**src/rtl/alu_pkg.sv**
```systemverilog
// -----------------------------------------------------------------------------
// alu_pkg
// Shared definitions for the ALU op sequencer and its function-select encoder:
//   - binary opcodes OP_AND..OP_CLEAR (the code is the one-hot bit index)
//   - one-hot select constants SEL_AND..SEL_CLEAR for the result mux
//   - NUM_OPS, the number of legal opcodes (codes 12..15 are illegal)
//   - the sequencer FSM state encoding
// -----------------------------------------------------------------------------
package alu_pkg;

  localparam int NUM_OPS = 12;

  localparam logic [3:0] OP_AND     = 4'd0;
  localparam logic [3:0] OP_OR      = 4'd1;
  localparam logic [3:0] OP_NOT     = 4'd2;
  localparam logic [3:0] OP_XOR     = 4'd3;
  localparam logic [3:0] OP_NAND    = 4'd4;
  localparam logic [3:0] OP_NOR     = 4'd5;
  localparam logic [3:0] OP_XNOR    = 4'd6;
  localparam logic [3:0] OP_ADD     = 4'd7;
  localparam logic [3:0] OP_SUB     = 4'd8;
  localparam logic [3:0] OP_SHRIGHT = 4'd9;
  localparam logic [3:0] OP_SHLEFT  = 4'd10;
  localparam logic [3:0] OP_CLEAR   = 4'd11;

  localparam logic [NUM_OPS-1:0] SEL_AND     = 12'h001;
  localparam logic [NUM_OPS-1:0] SEL_OR      = 12'h002;
  localparam logic [NUM_OPS-1:0] SEL_NOT     = 12'h004;
  localparam logic [NUM_OPS-1:0] SEL_XOR     = 12'h008;
  localparam logic [NUM_OPS-1:0] SEL_NAND    = 12'h010;
  localparam logic [NUM_OPS-1:0] SEL_NOR     = 12'h020;
  localparam logic [NUM_OPS-1:0] SEL_XNOR    = 12'h040;
  localparam logic [NUM_OPS-1:0] SEL_ADD     = 12'h080;
  localparam logic [NUM_OPS-1:0] SEL_SUB     = 12'h100;
  localparam logic [NUM_OPS-1:0] SEL_SHRIGHT = 12'h200;
  localparam logic [NUM_OPS-1:0] SEL_SHLEFT  = 12'h400;
  localparam logic [NUM_OPS-1:0] SEL_CLEAR   = 12'h800;

  typedef enum logic [1:0] {
    ST_IDLE  = 2'd0,
    ST_ISSUE = 2'd1,
    ST_RESP  = 2'd2
  } state_e;

endpackage

```
**src/rtl/alu_op_sequencer_if.sv**
```systemverilog
// -----------------------------------------------------------------------------
// alu_op_sequencer_if
// Bundles the sequencer's three channels:
//   command  : cmd_valid/cmd_ready handshake with cmd_op, cmd_src, cmd_a, cmd_b
//   datapath : alu_sel, alu_a, alu_b out to the function units; alu_res,
//              alu_carry back from the result mux
//   response : rsp_valid/rsp_ready handshake with rsp_data, rsp_carry, rsp_err,
//              plus the accumulator value acc
// Modports: slave = the sequencer, master = its environment.
// -----------------------------------------------------------------------------
interface alu_op_sequencer_if #(
  parameter int WIDTH = 16,
  parameter int SEL_W = 12
);

  logic             cmd_valid;
  logic             cmd_ready;
  logic [3:0]       cmd_op;
  logic             cmd_src;
  logic [WIDTH-1:0] cmd_a;
  logic [WIDTH-1:0] cmd_b;

  logic [SEL_W-1:0] alu_sel;
  logic [WIDTH-1:0] alu_a;
  logic [WIDTH-1:0] alu_b;
  logic [WIDTH-1:0] alu_res;
  logic             alu_carry;

  logic             rsp_valid;
  logic             rsp_ready;
  logic [WIDTH-1:0] rsp_data;
  logic             rsp_carry;
  logic             rsp_err;
  logic [WIDTH-1:0] acc;

  modport slave (
    input  cmd_valid, cmd_op, cmd_src, cmd_a, cmd_b,
    input  alu_res, alu_carry, rsp_ready,
    output cmd_ready, alu_sel, alu_a, alu_b,
    output rsp_valid, rsp_data, rsp_carry, rsp_err, acc
  );

  modport master (
    output cmd_valid, cmd_op, cmd_src, cmd_a, cmd_b,
    output alu_res, alu_carry, rsp_ready,
    input  cmd_ready, alu_sel, alu_a, alu_b,
    input  rsp_valid, rsp_data, rsp_carry, rsp_err, acc
  );

endinterface

```
**src/rtl/alu_op_encoder.sv**
```systemverilog
// -----------------------------------------------------------------------------
// alu_op_encoder
// Combinational binary-opcode to one-hot function-select encoder.
//   i_op    : 4-bit binary opcode
//   o_sel   : NUM_OPS-bit one-hot select (all zero for an illegal code)
//   o_legal : 1 when i_op names one of the NUM_OPS functions
// -----------------------------------------------------------------------------
module alu_op_encoder
  import alu_pkg::*;
(
  input  logic [3:0]         i_op,
  output logic [NUM_OPS-1:0] o_sel,
  output logic               o_legal
);

  always_comb begin
    // NOTE: every output gets a default before the case, so no path leaves
    // one unassigned and no latch is inferred.
    o_sel   = '0;
    o_legal = 1'b1;
    case (i_op)
      OP_AND:     o_sel = SEL_AND;
      OP_OR:      o_sel = SEL_OR;
      OP_NOT:     o_sel = SEL_NOT;
      OP_XOR:     o_sel = SEL_XOR;
      OP_NAND:    o_sel = SEL_NAND;
      OP_NOR:     o_sel = SEL_NOR;
      OP_XNOR:    o_sel = SEL_XNOR;
      OP_ADD:     o_sel = SEL_ADD;
      OP_SUB:     o_sel = SEL_SUB;
      OP_SHRIGHT: o_sel = SEL_SHRIGHT;
      OP_SHLEFT:  o_sel = SEL_SHLEFT;
      OP_CLEAR:   o_sel = SEL_CLEAR;
      default:    o_legal = 1'b0;
    endcase
  end

endmodule

```
**src/rtl/alu_op_sequencer.sv**
```systemverilog
// -----------------------------------------------------------------------------
// alu_op_sequencer
// Issuing side of the ALU result multiplexer. Accepts a command, registers the
// operands, drives the one-hot function select for SETTLE cycles, captures the
// muxed result into the accumulator and returns it on the response channel.
// Parameters: WIDTH operand width, SEL_W select width, SETTLE hold cycles
//             before capture (legal range 1..15).
// Ports:
//   clk  : single clock, rising edge
//   rst  : asynchronous active-high reset, aborts any operation in flight
//   bus  : alu_op_sequencer_if.slave (command, datapath and response channels)
// -----------------------------------------------------------------------------
module alu_op_sequencer
  import alu_pkg::*;
#(
  parameter int WIDTH  = 16,
  parameter int SEL_W  = 12,
  parameter int SETTLE = 1
) (
  input logic                clk,
  input logic                rst,
  alu_op_sequencer_if.slave  bus
);

  state_e           r_state;
  state_e           w_next_state;
  logic             r_live;
  logic [3:0]       r_op;
  logic [SEL_W-1:0] r_sel;
  logic [3:0]       r_cnt;
  logic [WIDTH-1:0] r_alu_a;
  logic [WIDTH-1:0] r_alu_b;
  logic [WIDTH-1:0] r_rsp_data;
  logic             r_rsp_carry;
  logic             r_rsp_err;
  logic [WIDTH-1:0] r_acc;

  logic [SEL_W-1:0] w_cmd_sel;
  logic             w_cmd_legal;
  logic             w_cmd_ready;
  logic             w_rsp_valid;
  logic [SEL_W-1:0] w_alu_sel;
  logic             w_accept;
  logic             w_cnt_done;
  logic             w_is_arith;
  logic [WIDTH-1:0] w_result;

  alu_op_encoder u_encoder (
    .i_op    (bus.cmd_op),
    .o_sel   (w_cmd_sel),
    .o_legal (w_cmd_legal)
  );

  assign w_accept   = bus.cmd_valid & w_cmd_ready;
  assign w_cnt_done = (r_cnt == 4'd0);
  assign w_is_arith = (r_op == OP_ADD) || (r_op == OP_SUB);
  // CLEAR ignores whatever the mux presents.
  assign w_result   = (r_op == OP_CLEAR) ? '0 : bus.alu_res;

  // State register.
  always_ff @(posedge clk or posedge rst) begin
    // NOTE: sequential state uses non-blocking assignments so every register
    // samples the pre-edge values of the others.
    if (rst) r_state <= ST_IDLE;
    else     r_state <= w_next_state;
  end

  // Holds cmd_ready low until the first edge after reset releases.
  always_ff @(posedge clk or posedge rst) begin
    if (rst) r_live <= 1'b0;
    else     r_live <= 1'b1;
  end

  // Next-state logic.
  always_comb begin
    w_next_state = r_state;
    case (r_state)
      ST_IDLE:  if (w_accept)      w_next_state = w_cmd_legal ? ST_ISSUE : ST_RESP;
      ST_ISSUE: if (w_cnt_done)    w_next_state = ST_RESP;
      ST_RESP:  if (bus.rsp_ready) w_next_state = ST_IDLE;
      default:                     w_next_state = ST_IDLE;
    endcase
  end

  // FSM outputs.
  always_comb begin
    w_cmd_ready = 1'b0;
    w_alu_sel   = '0;
    w_rsp_valid = 1'b0;
    case (r_state)
      ST_IDLE:  w_cmd_ready = r_live;
      ST_ISSUE: w_alu_sel   = r_sel;
      ST_RESP:  w_rsp_valid = 1'b1;
      default:  ;
    endcase
  end

  // Operand, counter, response and accumulator registers.
  always_ff @(posedge clk or posedge rst) begin
    // NOTE: every register is reset, including the internal op copy, so an
    // aborted operation leaves nothing behind.
    if (rst) begin
      r_op        <= '0;
      r_sel       <= '0;
      r_cnt       <= '0;
      r_alu_a     <= '0;
      r_alu_b     <= '0;
      r_rsp_data  <= '0;
      r_rsp_carry <= 1'b0;
      r_rsp_err   <= 1'b0;
      r_acc       <= '0;
    end else begin
      case (r_state)
        ST_IDLE: begin
          if (w_accept) begin
            r_op    <= bus.cmd_op;
            r_sel   <= w_cmd_sel;
            r_cnt   <= 4'(SETTLE - 1);
            // acc as of the accept edge, i.e. the previous result.
            r_alu_a <= bus.cmd_src ? r_acc : bus.cmd_a;
            r_alu_b <= bus.cmd_b;
            if (!w_cmd_legal) begin
              r_rsp_data  <= r_acc;
              r_rsp_carry <= 1'b0;
              r_rsp_err   <= 1'b1;
            end
          end
        end
        ST_ISSUE: begin
          if (w_cnt_done) begin
            r_rsp_data  <= w_result;
            r_acc       <= w_result;
            r_rsp_carry <= w_is_arith ? bus.alu_carry : 1'b0;
            r_rsp_err   <= 1'b0;
          end else begin
            r_cnt <= r_cnt - 4'd1;
          end
        end
        default: ;
      endcase
    end
  end

  assign bus.cmd_ready = w_cmd_ready;
  assign bus.alu_sel   = w_alu_sel;
  assign bus.alu_a     = r_alu_a;
  assign bus.alu_b     = r_alu_b;
  assign bus.rsp_valid = w_rsp_valid;
  assign bus.rsp_data  = r_rsp_data;
  assign bus.rsp_carry = r_rsp_carry;
  assign bus.rsp_err   = r_rsp_err;
  assign bus.acc       = r_acc;

endmodule
```
**src/flat_wrapper.sv**
```systemverilog
// flat-port wrapper written by rule: the top's interface ports become plain ports
module alu_op_sequencer_flat import alu_pkg::*;
#(
  parameter int WIDTH  = 16,
  parameter int SEL_W  = 12,
  parameter int SETTLE = 1
)
  (clk, rst, bus_cmd_valid, bus_cmd_op, bus_cmd_src, bus_cmd_a, bus_cmd_b, bus_alu_res, bus_alu_carry, bus_rsp_ready, bus_cmd_ready, bus_alu_sel, bus_alu_a, bus_alu_b, bus_rsp_valid, bus_rsp_data, bus_rsp_carry, bus_rsp_err, bus_acc);
  alu_op_sequencer_if #(.WIDTH(WIDTH), .SEL_W(SEL_W)) bus_i ();
  input logic clk;
  input logic rst;
  input wire logic [$bits(bus_i.cmd_valid)-1:0] bus_cmd_valid;
  input wire logic [$bits(bus_i.cmd_op)-1:0] bus_cmd_op;
  input wire logic [$bits(bus_i.cmd_src)-1:0] bus_cmd_src;
  input wire logic [$bits(bus_i.cmd_a)-1:0] bus_cmd_a;
  input wire logic [$bits(bus_i.cmd_b)-1:0] bus_cmd_b;
  input wire logic [$bits(bus_i.alu_res)-1:0] bus_alu_res;
  input wire logic [$bits(bus_i.alu_carry)-1:0] bus_alu_carry;
  input wire logic [$bits(bus_i.rsp_ready)-1:0] bus_rsp_ready;
  output wire logic [$bits(bus_i.cmd_ready)-1:0] bus_cmd_ready;
  output wire logic [$bits(bus_i.alu_sel)-1:0] bus_alu_sel;
  output wire logic [$bits(bus_i.alu_a)-1:0] bus_alu_a;
  output wire logic [$bits(bus_i.alu_b)-1:0] bus_alu_b;
  output wire logic [$bits(bus_i.rsp_valid)-1:0] bus_rsp_valid;
  output wire logic [$bits(bus_i.rsp_data)-1:0] bus_rsp_data;
  output wire logic [$bits(bus_i.rsp_carry)-1:0] bus_rsp_carry;
  output wire logic [$bits(bus_i.rsp_err)-1:0] bus_rsp_err;
  output wire logic [$bits(bus_i.acc)-1:0] bus_acc;
  assign bus_i.cmd_valid = bus_cmd_valid;
  assign bus_i.cmd_op = bus_cmd_op;
  assign bus_i.cmd_src = bus_cmd_src;
  assign bus_i.cmd_a = bus_cmd_a;
  assign bus_i.cmd_b = bus_cmd_b;
  assign bus_i.alu_res = bus_alu_res;
  assign bus_i.alu_carry = bus_alu_carry;
  assign bus_i.rsp_ready = bus_rsp_ready;
  assign bus_cmd_ready = bus_i.cmd_ready;
  assign bus_alu_sel = bus_i.alu_sel;
  assign bus_alu_a = bus_i.alu_a;
  assign bus_alu_b = bus_i.alu_b;
  assign bus_rsp_valid = bus_i.rsp_valid;
  assign bus_rsp_data = bus_i.rsp_data;
  assign bus_rsp_carry = bus_i.rsp_carry;
  assign bus_rsp_err = bus_i.rsp_err;
  assign bus_acc = bus_i.acc;
  alu_op_sequencer #(.WIDTH(WIDTH), .SEL_W(SEL_W), .SETTLE(SETTLE)) u_core (.clk(clk), .rst(rst), .bus(bus_i));
endmodule
```
**config.mk**
```make
export PLATFORM = sky130hd
export DESIGN_NAME = alu_op_sequencer_flat
export DESIGN_NICKNAME = d
export VERILOG_FILES = /design/src/rtl/alu_pkg.sv /design/src/rtl/alu_op_sequencer_if.sv /design/src/rtl/alu_op_encoder.sv /design/src/rtl/alu_op_sequencer.sv /design/src/flat_wrapper.sv
export SDC_FILE = /design/constraint.sdc
export NUM_CORES = 1
export LEC_CHECK = 0
export BUFFER_PORTS_ARGS = -buffer_cell sky130_fd_sc_hd__buf_2
export CAP_MARGIN = 10
export CORE_MARGIN = 2
export CORE_UTILIZATION = 25
export CTS_CLUSTER_DIAMETER = 30
export CTS_CLUSTER_SIZE = 25
export DETAILED_ROUTE_END_ITERATION = 7
export PLACE_DENSITY = 0.44
export SLEW_MARGIN = 20
export SYNTH_ARGS = -nofsm -noshare
export SYNTH_HDL_FRONTEND = slang
export SYNTH_SLANG_ARGS = --single-unit
```
**constraint.sdc**
```tcl
create_clock -name clk -period 5.7 [get_ports clk]
set_input_delay 1.14 -clock clk [delete_from_list [all_inputs] [get_ports clk]]
set_output_delay 1.14 -clock clk [all_outputs]
set_load 0.02 [all_outputs]
```
# --- Word level (Yosys, flattened, before mapping) ---
# Index checks and enable logic that the tools add are counted.
totals:
  out_inout_bits: 80
  elab_cells: 73
  register_bits: 89
classes:
  n_mux: 28
  reduce_logical: 11
  n_bitwise: 1
  add_sub_neg: 1
  n_eq_ne: 21
op_table:
  columns: ["cell", "count"]
  rows:
  - ["$pmux 12 s12", 1]
  - ["$mux 16", 5]
  - ["$pmux 16 s2", 1]
  - ["$eq 4x4->1 const B", 6]
  - ["$eq 4x3->1 const B", 5]
  - ["$mux 12", 1]
  - ["$reduce_or 12->1", 1]
  - ["$mux 1", 10]
  - ["$eq 4x2->1 const B", 2]
  - ["$logic_not 4->1", 2]
  - ["$mux 2", 4]
  - ["$mux 4", 2]
  - ["$pmux 4 s2", 1]
  - ["$ne 2x2->1 const B", 3]
  - ["$pmux 2 s3", 1]
  - ["$reduce_and 3->1", 2]
  - ["$eq 4x1->1 const B", 1]
  - ["$ne 2x1->1 const B", 2]
  - ["$pmux 1 s2", 2]
  - ["$reduce_and 2->1", 2]
  - ["$reduce_and 4->1", 1]
  - ["$sub 4x1->4 const B", 1]
  - ["$eq 2x1->1 const B", 1]
  - ["$eq 2x2->1 const B", 1]
  - ["4 further kinds", 4]

# --- Depth between registers and ports, before layout ---
# Gate-level depths: netlist of the first run.
logic_depth:
  ltp_word: 6
  ltp_mapped: 7
  depth_no_buf: 5

# --- Hierarchy ---
# From an unflattened synthesis of the first run, not the netlist that was laid out.
unflattened:
  cells_unflattened: 446
  hier_area_um2: 4369.2
by_module_without_submodules:
  columns: ["module", "area_each_um2", "instances", "cells_each", "seq_area_each_um2"]
  rows:
  - ["alu_op_sequencer", 4121.5, 1, 429, 2227.1]
  - ["alu_op_encoder", 247.7, 1, 17, 0.0]

# --- Worst setup path before layout of the first run ---
# Ideal clock, no wire load.
synth_timing:
  kind: "input to register"
  startpoint: "input port bus_cmd_op[3]"
  endpoint: "register u_core.r_rsp_data[0] (netlist: u_core.bus.rsp_data[0])"
  cell_stages: 5
  arrival_time_ps: 2302
  required_time_ps: 5575
  setup_ps: 125
  path_slack_ps: 3273
  path_buffers: 2
  path_cell_list: "clkbuf_1 nand4bb_1 o22ai_4 buf_12 mux2_4"
synth_between:
  elab_chain_cells: 5
  word_cells_on_any_way: 16
  classes_between: "12 x eq/ne; 1 x mux; 3 x reduce/logical"
synth_rtl:
  columns: ["item", "line_no", "rtl"]
  rows:
  - ["start, declared", "flat_wrapper.sv:13", "input wire logic [$bits(bus_i.cmd_op)-1:0] bus_cmd_op;"]
  - ["$eq 4x4->1 (tied with other cells)", "alu_op_encoder.sv:21", "case (i_op)"]
  - ["$reduce_or 12->1 (no line) (*)", null, null]
  - ["$mux 1 (*)", "alu_op_encoder.sv:21", null]
  - ["$ne 2x2->1 (no line) (*)", null, null]
  - ["$reduce_and 4->1 (no line) (*)", null, null]
  - ["end signal, assigned", "alu_op_sequencer.sv:123", "r_rsp_data <= r_acc;"]
  - ["end signal, assigned", "alu_op_sequencer.sv:131", "r_rsp_data <= w_result;"]
  - ["end, declared", "alu_op_sequencer.sv:33", "logic [WIDTH-1:0] r_rsp_data;"]
# Every way passes the cells marked *; elsewhere a longest branch is shown, timed or not.
# A chain may end at the register's enable or synchronous reset.

# --- Final worst setup path of the first run ---
layout_timing:
  startpoint: "register u_core.r_state[0]"
  endpoint: "output port bus_alu_sel[4]"
layout_between:
  elab_chain_cells: 2
layout_rtl:
  columns: ["item", "line_no", "rtl"]
  rows:
  - ["start, declared", "alu_op_sequencer.sv:25", "state_e r_state;"]
  - ["start signal, assigned", "alu_op_sequencer.sv:65", "else r_state <= w_next_state;"]
  - ["$eq 2x1->1", "alu_op_sequencer.sv:90", "case (r_state)"]
  - ["$mux 12", "alu_op_sequencer.sv:90", null]
  - ["end, declared", "flat_wrapper.sv:21", "output wire logic [$bits(bus_i.alu_sel)-1:0] bus_alu_sel;"]
# Every way passes these cells.

==> flow_summary_export.csv, run 1 <==
group,metric,value,unit
critical_path,path_class,"reg2out",
floorplanning,die_w,133,um
timing,setup_violations,0,
synth,synth-simple-area-share,19.0,%
synth,syn_nets,471,
critical_path,cp_slowest_cell,"dfrtp_1",
critical_path,crit_path_end_kind,"primary output",
min_path,worstHoldStart,"u_core.r_sel[7]",
synth,synth_edf_count,0,
synth,synth.top_cell.area_share,53.6,%
power_and_ir_drop,comb_power_share,42.7,%
synth,synth_commonest_cells,"nand2_1, dfrtp_1, o21ai_0, clkbuf_1, mux2i_1",
route,drc,0,
global_routing,antenna_found_initial,1,
min_path,worst_hold_path.num_cells,2,
clocking,path_clk_slew,60,ps
timing,skew,9.76,ps
synth,synth_seq_cells,89,
power_and_ir_drop,vdd_ir_drop_max,248,uV
power_and_ir_drop,pwr-share-clk,19.6,%
placed_design,place_ws,2360,ps
power_and_ir_drop,p_sw_share,42.0,%
timing,tns,0,ps
critical_path,critPathMaxFanout,23,
global_routing,grt_max_degree,47,
synth,synth_cell_type_count,36,
route,via_count,3434,
timing,fmax,0.292,GHz
synth,avgSynthCellArea,10.1,sq um
critical_path,critPathLaunch,"u_core.r_state[0]",
min_path,holdPathEnd,"u_core.r_sel[7]",
route,totalWireLength,12.1,mm
placed_design,port_buffers,137,
global_routing,track_usage,13.9,%
floorplanning,ioPinCount,138,
finish,antenna_cells,0,
synth,synth.most_common_cell,"nand2_1",
synth,ys_top_cells_by_area,"dfrtp_1, nand2_1, o21ai_0, mux2i_1, o2bb2ai_1",
timing,setup_ws,2270,ps
placed_design,place_hpwl,8.59,mm
power_and_ir_drop,power_frac_seq,37.7,%
timing,whs,469,ps
clocking,htreeDepth,3,
timing,period_needed,3430,ps
flow_run,cap_violations,0,
clocking,clkLatencyLatePin,340,ps
critical_path,start_kind,"register",
status,status,"complete, no violations",
clocking,cts_root_buffer,"clkbuf_16",
clocking,clockBufferDepth,2,
critical_path,path_cells,"nor2b_2 > and2_1 > buf_2",
timing,drv_slew,0,
clocking,cts-resized-gates,0,
finish,drive_gt1_share,33.3,%
power_and_ir_drop,power_leakage,2.65,nW
critical_path,worst_path_largest_cell_delay,880,ps
global_routing,grt_pass1_wl,19.1,mm
route,drtIter0Drc,209,
synth,synth_top_family_by_area,"simple AND/OR/NAND/NOR gates",
clocking,cts_sinks,89,
timing,slew_headroom,45.3,%
synth,synth_xor_xnor_area_share,0,%
timing,finalHoldViolCount,0,
synth,synthArstFlopShare,100,%
global_routing,overflow,0,
power_and_ir_drop,power,0.00305,W
synth,post-synth-top-area-cell,"dfrtp_1",
synth,yosysWarnings,0,
power_and_ir_drop,p_int,0.00177,W
power_and_ir_drop,switchingPower,0.00128,W
floorplanning,initial_core_util,25.3,%
floorplanning,fp-row-count,47,
critical_path,timing.rr.start,"u_core.r_state[0]",
synth,synth_fa_ha_area_share,0.602,%
route,ant_nets,0,
critical_path,crit_required,4560,ps
floorplanning,core_area,0.0164,sq mm
critical_path,rrSetupSlack,3210,ps
floorplanning,die_area,0.0177,sq mm
synth,synth_compound_area_share,12.8,%
critical_path,cp.arrival,2290,ps
finish,post-route-util,32.5,%
synth,synth_area,0.00415,sq mm
finish,areaGrowthSynthToFinish,28.5,%
synth,synth.area.mux_share,9.91,%
placed_design,gp_routability_congestion,0.812,
route,wl_per_cell,16.0,um
floorplanning,die_height,133,um
min_path,holdCritPathClass,"reg2reg",
critical_path,reg2reg_depth,4,
timing,fin_crit_sh,60.1,%
route,via_per_inst,4.54,
synth,ys.flop_type,"dfrtp_1",
clocking,cts_tree,"done",
timing,rsz0062_at_grt,"no",
power_and_ir_drop,p_per_area,572,mW/mm^2
clocking,cts_setup_buffers,0,
critical_path,r2r-end,"u_core.r_cnt[1]",
synth,seq_area_frac_synth,53.6,%
finish,nets,592,
global_routing,grt_pass1_vias,3414,
clocking,numCtsBuffers,9,
synth,syn_inst,411,
route,drt_first_pass_iters,4,
timing,worstMarginPinSlew,821,ps
clocking,ctsHoldBuffers,0,
==> worst max-delay path: cells and delay by family, from the launching register on <==
kind                   cells  cell delay, ps
buffers and inverters      1             160
DFF                        1             880
and+or+nand+nor            2             900
==> state kept, by name (all words and copies together) (netlist names) <==
signal and count:
u_core.bus.rsp_err 1, u_core.bus.rsp_carry 1, u_core.bus.rsp_data 16, u_core.r_state 2, u_core.r_op 4, u_core.r_live 1
u_core.r_cnt 4, u_core.r_sel 12, u_core.bus.alu_b 16, u_core.bus.alu_a 16, u_core.bus.acc 16
==> area by class of cell <==
class                      count  area, sq um
fill                        1732        11100
sequential                    89         2230
multi-input combinational    286         1800
timing repair buffer         141          719
tap                          220          275
clock buffer                  11          243
clock inverter                 5         55.1
inverter                       5         20.0
==> power groups by stage <==
| stage | sequential (W) | clock, W | combinational, W |
|---|---|---|---|
| 2_1_floorplan | 0.00135 | 0 | 0.000653 |
| 3_3_place_gp | 0.00116 | 0 | 0.00130 |
| 3_5_place_dp | 0.00116 | 0 | 0.00132 |
| 4_1_cts | 0.00116 | 0.000628 | 0.00132 |
| 5_1_grt | 0.00120 | 0.000659 | 0.00143 |
| 6_report | 0.00115 | 0.000599 | 0.00130 |
==> cells by family after synthesis <==
| kind of cell | Yosys count |
|---|---|
| multiplexers | 36 |
| flip-flops | 89 |
| AO/OA/AOI/OAI | 83 |
| AND/OR/NAND/NOR | 164 |
| adder cells (fa/ha/maj) | 2 |
| other | 1 |
| buffers and inverters | 36 |
==> per-layer routing <==
layer | vias to the layer above | GRT usage (%) | share of wire (%)
li1 | 1649 | - | -
met1 | 1657 | 18.2 | 45
met2 | 120 | 22.5 | 47
met3 | 8 | 4.60 | 6.6
met4 | 0 | 2.57 | 0.62
met5 | - | 0 | 0
==> per-stage QoR <==
step | cells | instance area [sq um]
floorplan | 411 | 4150
global route | 757 | 5340
detailed placement | 740 | 5020
CTS | 756 | 5320
global placement | 740 | 5020
finish | 757 | 5340
==> how the worst max path moves through the flow <==
stage | to | slack [ps]
6_report | bus_alu_sel[4] | 2270
2_1_floorplan | u_core.bus.acc[0] | 2250
3_5_place_dp | bus_alu_sel[4] | 2360
5_1_grt | bus_alu_sel[4] | 2060
4_1_cts | bus_alu_sel[4] | 1970
3_3_place_gp | bus_alu_sel[9] | 2450
==> cell usage in the layout, fill, tap and decap left out, drive strengths merged, types with 2 or more instances in the layout <==
| cell | n |
|---|---|
| and4b | 2 |
| ha | 2 |
| nor2 | 3 |
| nand2b | 5 |
| o21ai | 52 |
| clkbuf | 11 |
| nand2 | 110 |
| dfrtp | 89 |
| nand3b | 16 |
| mux2 | 17 |
| o2bb2ai | 16 |
| nand4bb | 2 |
| o31ai | 6 |
| and2 | 13 |
| mux2i | 19 |
| nor2b | 2 |
| clkinvlp | 2 |
| inv | 4 |
| o41ai | 5 |
| buf | 141 |
| nand3 | 4 |
| clkinv | 3 |
Note: power is estimated with default switching activity, not from simulation.
==> run 2, diff against run 1 <==
--- a/config.mk
+++ b/config.mk
@@ -5,6 +5,7 @@
 export SDC_FILE = /design/constraint.sdc
 export NUM_CORES = 1
 export LEC_CHECK = 0
+export ABC_AREA = 1
 export BUFFER_PORTS_ARGS = -buffer_cell sky130_fd_sc_hd__buf_2
 export CAP_MARGIN = 10
 export CORE_MARGIN = 2
@@ -12,7 +13,7 @@
 export CTS_CLUSTER_DIAMETER = 30
 export CTS_CLUSTER_SIZE = 25
 export DETAILED_ROUTE_END_ITERATION = 7
-export PLACE_DENSITY = 0.44
+export PLACE_DENSITY = 0.46
 export SLEW_MARGIN = 20
 export SYNTH_ARGS = -nofsm -noshare
 export SYNTH_HDL_FRONTEND = slang
==> constraint.sdc (replaced) <==
create_clock -name clk -period 3.15 [get_ports clk]
set_input_delay 0.63 -clock clk [delete_from_list [all_inputs] [get_ports clk]]
set_output_delay 0.63 -clock clk [all_outputs]
set_load 0.02 [all_outputs]
==> run 2 against run 1 <==
Worst hold slack worse by 97 ps. Synthesized cell count up 24%. Sequential cell count unchanged. Combinational power increased by 78%. Highest routed layer unchanged. Cell count is 14% higher. Sequential power increased by 70%. First-iteration DRC count shrank 43%. Wire length barely moved. Cell area increased by 0.54%. Core utilization is 0.059 points higher. Via count increased by 6.6%. Critical path depth is 1 higher.
==> flow_summary_export.csv, run 2 <==
group,metric,value,unit
status,status,"complete, no violations",
critical_path,worst_path_largest_cell_delay,410,ps
timing,slew_headroom,33.7,%
route,totalWireLength,12.1,mm
global_routing,antenna_found_initial,1,
finish,drive_gt1_share,28.6,%
power_and_ir_drop,vdd_ir_drop_max,367,uV
timing,whs,371,ps
synth,synth_cell_type_count,29,
route,drtIter0Drc,120,
synth,post-synth-top-area-cell,"dfrtp_1",
timing,setup_violations,0,
critical_path,path_cells,"inv_2 > nand2_4 > nor2_1 > buf_2",
critical_path,critPathMaxFanout,45,
synth,synth_edf_count,0,
critical_path,cp_slowest_cell,"dfrtp_1",
floorplanning,die_area,0.0178,sq mm
clocking,cts_sinks,89,
placed_design,gp_routability_congestion,0.759,
synth,syn_inst,511,
min_path,holdCritPathClass,"in2async",
timing,skew,7.53,ps
global_routing,track_usage,13.9,%
route,drc,0,
floorplanning,die_w,134,um
route,via_count,3659,
clocking,htreeDepth,3,
power_and_ir_drop,power_leakage,2.93,nW
timing,fin_crit_sh,69.7,%
critical_path,path_class,"reg2out",
critical_path,critPathLaunch,"u_core.r_state[1]",
critical_path,start_kind,"register",
timing,setup_ws,953,ps
finish,areaGrowthSynthToFinish,27.9,%
clocking,ctsHoldBuffers,0,
finish,final_cell_mix,"nand2_1, buf_2, dfrtp_1",
timing,worstMarginPinSlew,993,ps
synth,synth.most_common_cell,"nand2_1",
clocking,cts_tree,"done",
floorplanning,ioPinCount,138,
critical_path,crit_path_end_kind,"primary output",
global_routing,grt_pass1_wl,19.4,mm
floorplanning,fp-row-count,47,
global_routing,grt_pass1_vias,3646,
clocking,numCtsBuffers,9,
timing,drv_slew,0,
synth,avgSynthCellArea,8.21,sq um
power_and_ir_drop,p_per_area,1020,mW/mm^2
power_and_ir_drop,p_sw_share,43.5,%
critical_path,timing.rr.start,"u_core.r_cnt[0]",
critical_path,crit_required,2520,ps
power_and_ir_drop,switchingPower,0.00237,W
global_routing,overflow,0,
timing,period_needed,2200,ps
critical_path,crit_path_end,"bus_alu_sel[1]",
clocking,clockBufferDepth,2,
power_and_ir_drop,power_frac_seq,35.8,%
synth,ys.flop_type,"dfrtp_1",
finish,final_common_cell,"nand2_1",
synth,ys_top_cells_by_area,"dfrtp_1, nand2_1, nand3_1, o21ai_0, mux2_2",
power_and_ir_drop,comb_power_share,42.6,%
critical_path,r2r-end,"u_core.bus.rsp_data[6]",
clocking,cts_setup_buffers,0,
placed_design,place_ws,1250,ps
floorplanning,die_height,134,um
synth,seq_area_frac_synth,53.1,%
clocking,clkLatencyLatePin,340,ps
synth,synthArstFlopShare,100,%
synth,synth_area,0.00420,sq mm
finish,nets,698,
route,drt_first_pass_iters,4,
synth,synth.top_cell.area_share,53.1,%
route,via_per_inst,4.23,
clocking,path_clk_slew,60,ps
critical_path,cp.buffers_inverters,2,
power_and_ir_drop,pwr-share-clk,21.6,%
timing,fmax,0.455,GHz
route,ant_nets,0,
timing,finalHoldViolCount,0,
critical_path,critPathTopFamily,"simple AND/OR/NAND/NOR gates",
clocking,cts-resized-gates,0,
synth,synth_seq_cells,89,
synth,synth_commonest_cells,"nand2_1, dfrtp_1, nand3_1, o21ai_0, inv_1",
critical_path,reg2reg_depth,8,
power_and_ir_drop,p_int,0.00309,W
timing,tns,0,ps
critical_path,cp.arrival,1570,ps
synth,yosysWarnings,0,
global_routing,grt_max_degree,52,
route,wl_per_cell,14.0,um
critical_path,rrSetupSlack,1310,ps
critical_path,crit_cells,4,
flow_run,cap_violations,0,
floorplanning,core_area,0.0165,sq mm
placed_design,port_buffers,137,
synth,syn_nets,571,
floorplanning,initial_core_util,25.5,%
timing,rsz0062_at_grt,"no",
placed_design,place_hpwl,8.51,mm
clocking,cts_root_buffer,"clkbuf_16",
-- run 2: worst reg2reg max path, stage by stage (launching register included) --
cell and delay [ps]:
dfrtp_1 400, inv_1 120, ha_1 160, nand2_1 370, nand2_8 240, nand2_4 80
nor2_8 240, nand2_1 120, nand2_1 70
-- run 2: metal layers --
layer | global-route usage [%] | routed length (um) | vias to the layer above
met4 | 3.84 | 129 | 0
met3 | 4.38 | 719 | 7
met1 | 18.4 | 5730 | 1697
li1 | - | - | 1851
met5 | 0 | 0 | -
met2 | 21.9 | 5530 | 104
-- run 2: power groups by stage --
stage                     logic [W]  registers (W)  clock network, W
after floorplan             0.00118        0.00239                 0
after global placement      0.00234        0.00196                 0
after detailed placement    0.00237        0.00196                 0
after CTS                   0.00237        0.00196           0.00122
after global routing        0.00260        0.00202           0.00127
final                       0.00232        0.00196           0.00118
-- run 2: layout make-up --
cell class | count | area [sq um]
inverter | 36 | 140
fill | 1787 | 11100
sequential | 89 | 2230
tap | 220 | 275
multi-input combinational | 360 | 1670
clock buffer | 12 | 246
clock inverter | 4 | 76.3
antenna | 1 | 2.50
timing repair buffer | 142 | 723
-- run 2: per-stage QoR --
stage                     util (%)  cells  total power, W  instance area (sq um)
final                         32.6    864         0.00546                   5370
after global routing          32.6    864         0.00589                   5370
after CTS                     32.6    863         0.00555                   5360
after detailed placement      30.6    847         0.00433                   5040
after global placement        30.6    847         0.00430                   5040
after floorplan                  -    511         0.00357                   4200
-- run 2: cell families (layout without fill, tap and decap cells) --
| kind of cell | after synthesis | count (layout) | synth area share [%] |
|---|---|---|---|
| buffers and inverters | 62 | 194 | 7.01 |
| flip-flops | 89 | 89 | 53.1 |
| other | 1 | 2 | 0.0894 |
| AND/OR/NAND/NOR | 298 | 298 | 30.3 |
| adder cells (fa/ha/maj) | 2 | 2 | 0.596 |
| XOR/XNOR | 1 | 1 | 0.209 |
| AO/OA/AOI/OAI | 47 | 47 | 5.79 |
| multiplexers | 11 | 11 | 2.95 |
-- run 2: how the worst min path moves through the flow --
stage,from,to,cells past startpoint
after floorplan,u_core.r_op[3],u_core.r_op[3],2
after global placement,u_core.bus.rsp_data[10],u_core.bus.rsp_data[10],2
after detailed placement,u_core.bus.rsp_data[5],u_core.bus.rsp_data[5],2
after CTS,rst,u_core.bus.alu_b[5],2
after global routing,rst,u_core.bus.alu_b[5],2
final,rst,u_core.bus.alu_b[8],2
==> run 3, diff against run 2 <==
--- a/config.mk
+++ b/config.mk
@@ -13,7 +13,7 @@
 export CTS_CLUSTER_DIAMETER = 30
 export CTS_CLUSTER_SIZE = 25
 export DETAILED_ROUTE_END_ITERATION = 7
-export PLACE_DENSITY = 0.46
+export PLACE_DENSITY = 0.44
 export SLEW_MARGIN = 20
 export SYNTH_ARGS = -nofsm -noshare
 export SYNTH_HDL_FRONTEND = slang
==> constraint.sdc (replaced) <==
create_clock -name clk -period 2.1 [get_ports clk]
set_input_delay 0.42 -clock clk [delete_from_list [all_inputs] [get_ports clk]]
set_output_delay 0.42 -clock clk [all_outputs]
set_load 0.02 [all_outputs]
==> run 3 against run 2 <==
Clock-buffer cell count is 2 lower. Sequential cell count unchanged. Non-clock buffer count up 3. First-iteration DRC count rose by 39%. Die area did not move. Wire length is 1.1% lower. Combinational power grew 53%. Largest power group unchanged. Highest routed layer unchanged. Sequential power rose by 51%. Via count increased by 0.52%. Worst hold slack got worse by 200 ps. Clock skew about the same.
==> flow_summary_export.csv, run 3 (synthesized netlist as in run 2, its figures left out) <==
group,metric,value,unit
global_routing,track_usage,14.2,%
critical_path,path_class,"reg2out",
critical_path,start_kind,"register",
critical_path,critPathMaxFanout,23,
finish,post-route-util,32.6,%
timing,slew_headroom,65.1,%
finish,final_common_cell,"nand2_1",
route,drc,0,
clocking,clkLatencyLatePin,340,ps
finish,regArea,0.00223,sq mm
status,status,"complete, no violations",
timing,fin_crit_sh,87.5,%
floorplanning,die_w,134,um
route,drt_first_pass_iters,4,
critical_path,critPathTopFamily,"flip-flops",
global_routing,grt_pass1_wl,19.8,mm
clocking,cts_sinks,89,
global_routing,grt_pass1_vias,3703,
power_and_ir_drop,power,0.00808,W
global_routing,overflow,0,
power_and_ir_drop,switchingPower,0.00357,W
power_and_ir_drop,p_int,0.00452,W
critical_path,worst_path_largest_cell_delay,410,ps
finish,areaGrowthSynthToFinish,28.1,%
clocking,cts_setup_buffers,0,
timing,finalHoldViolCount,0,
finish,antenna_cells,0,
route,via_count,3678,
global_routing,antenna_found_initial,1,
clocking,cts-resized-gates,0,
clocking,cts_root_buffer,"clkbuf_16",
floorplanning,die_height,134,um
finish,multi_input_area,0.00167,sq mm
placed_design,gp_routability_congestion,0.776,
floorplanning,die_area,0.0178,sq mm
clocking,path_clk_slew,70,ps
route,via_per_inst,4.25,
critical_path,cp_slowest_cell,"dfrtp_1",
min_path,holdCritPathClass,"in2async",
clocking,htreeDepth,3,
power_and_ir_drop,p_per_area,1500,mW/mm^2
route,totalWireLength,12.0,mm
finish,stdcell_count,865,
floorplanning,ioPinCount,138,
power_and_ir_drop,pwr-share-clk,19.7,%
route,wl_per_cell,13.8,um
global_routing,grt_max_degree,90,
timing,rsz0062_at_grt,"no",
floorplanning,initial_core_util,25.5,%
route,ant_nets,0,
power_and_ir_drop,comb_power_share,43.8,%
clocking,clockBufferDepth,2,
power_and_ir_drop,power_leakage,2.94,nW
timing,drv_slew,0,
floorplanning,fp-row-count,47,
clocking,numCtsBuffers,9,
critical_path,cp.buffers_inverters,2,
timing,period_needed,1840,ps
clocking,cts_tree,"done",
critical_path,path_cells,"inv_2 > nand2_4 > nor2_1 > buf_2",
power_and_ir_drop,p_sw_share,44.1,%
route,drtIter0Drc,167,
placed_design,place_hpwl,8.71,mm
critical_path,cp.arrival,1420,ps
placed_design,port_buffers,137,
critical_path,crit_path_end_kind,"primary output",
placed_design,place_inst,850,
clocking,ctsHoldBuffers,0,
timing,setup_violations,0,
timing,fmax,0.544,GHz
finish,final.fill_count,1777,
power_and_ir_drop,power_frac_seq,36.5,%
timing,worstMarginPinSlew,523,ps
finish,final_cell_mix,"nand2_1, buf_2, dfrtp_1",
floorplanning,core_area,0.0165,sq mm
finish,nets,701,
flow_run,cap_violations,0,
finish,drive_gt1_share,29.0,%
timing,tns,0,ps
timing,skew,7.46,ps
critical_path,crit_required,1680,ps
power_and_ir_drop,vdd_ir_drop_max,511,uV
[run 3: cell types whose count changed in the layout (fill, tap and decap cells not counted)]
| cell | delta |
|---|---|
| bufinv_16 | -1 |
| clkbuf_1 | -1 |
| clkinv_4 | +1 |
| buf_4 | +1 |
| clkinv_2 | +2 |
| clkbuf_8 | -1 |
| inv_4 | -1 |
| diode_2 | -1 |
| buf_12 | +2 |
[run 3: routing by layer]
| layer | vias to the layer above | track usage, % | wire length [um] |
|---|---|---|---|
| met3 | 11 | 3.73 | 766 |
| met1 | 1695 | 19.2 | 5660 |
| li1 | 1862 | - | - |
| met5 | - | 0 | 0 |
| met4 | 0 | 5.73 | 205 |
| met2 | 110 | 21.6 | 5350 |
[run 3: per-stage QoR]
step	cell area, sq um	hold WS (ps)	worst slack [ps]
2_1_floorplan	4200	453	476
5_1_grt	5380	263	120
3_3_place_gp	5090	459	500
6_report	5380	176	262
3_5_place_dp	5090	460	473
4_1_cts	5380	227	222
[run 3: path summary, 6_finish.rpt]
| kind | slack (ps) | depth (start not counted) | from | end |
|---|---|---|---|---|
| worst min-delay path | 180 | 3 | rst | u_core.r_sel[10] |
| worst min register to register | 470 | 2 | u_core.bus.rsp_data[13] | u_core.bus.rsp_data[13] |
| worst max-delay path | 260 | 4 | u_core.r_state[1] | bus_alu_sel[1] |
| worst max register to register | 480 | 7 | u_core.r_state[1] | u_core.bus.acc[11] |
| max in group asynchronous | 1490 | 3 | rst | u_core.bus.acc[2] |
| min in group clk | 260 | 3 | bus_cmd_b[10] | u_core.bus.alu_b[10] |
[run 3: layout make-up]
type	instances	share of cell area [%]
clock inverter	5	1.07
clock buffer	10	4.26
sequential	89	41.4
multi-input combinational	360	31.1
inverter	36	2.63
tap	220	5.12
timing repair buffer	145	14.3
[run 3: power by group through the flow]
stage	logic [W]	clock network, W	registers (W)
finish	0.00354	0.00159	0.00295
floorplan	0.00177	0	0.00358
global placement	0.00356	0	0.00295
global route	0.00398	0.00173	0.00305
CTS	0.00360	0.00165	0.00295
detailed placement	0.00361	0	0.00295
[run 3: worst min-delay path, cell delays in order]
cell and delay (ps):
buf_2 110, clkinvlp_4 70, buf_12 350
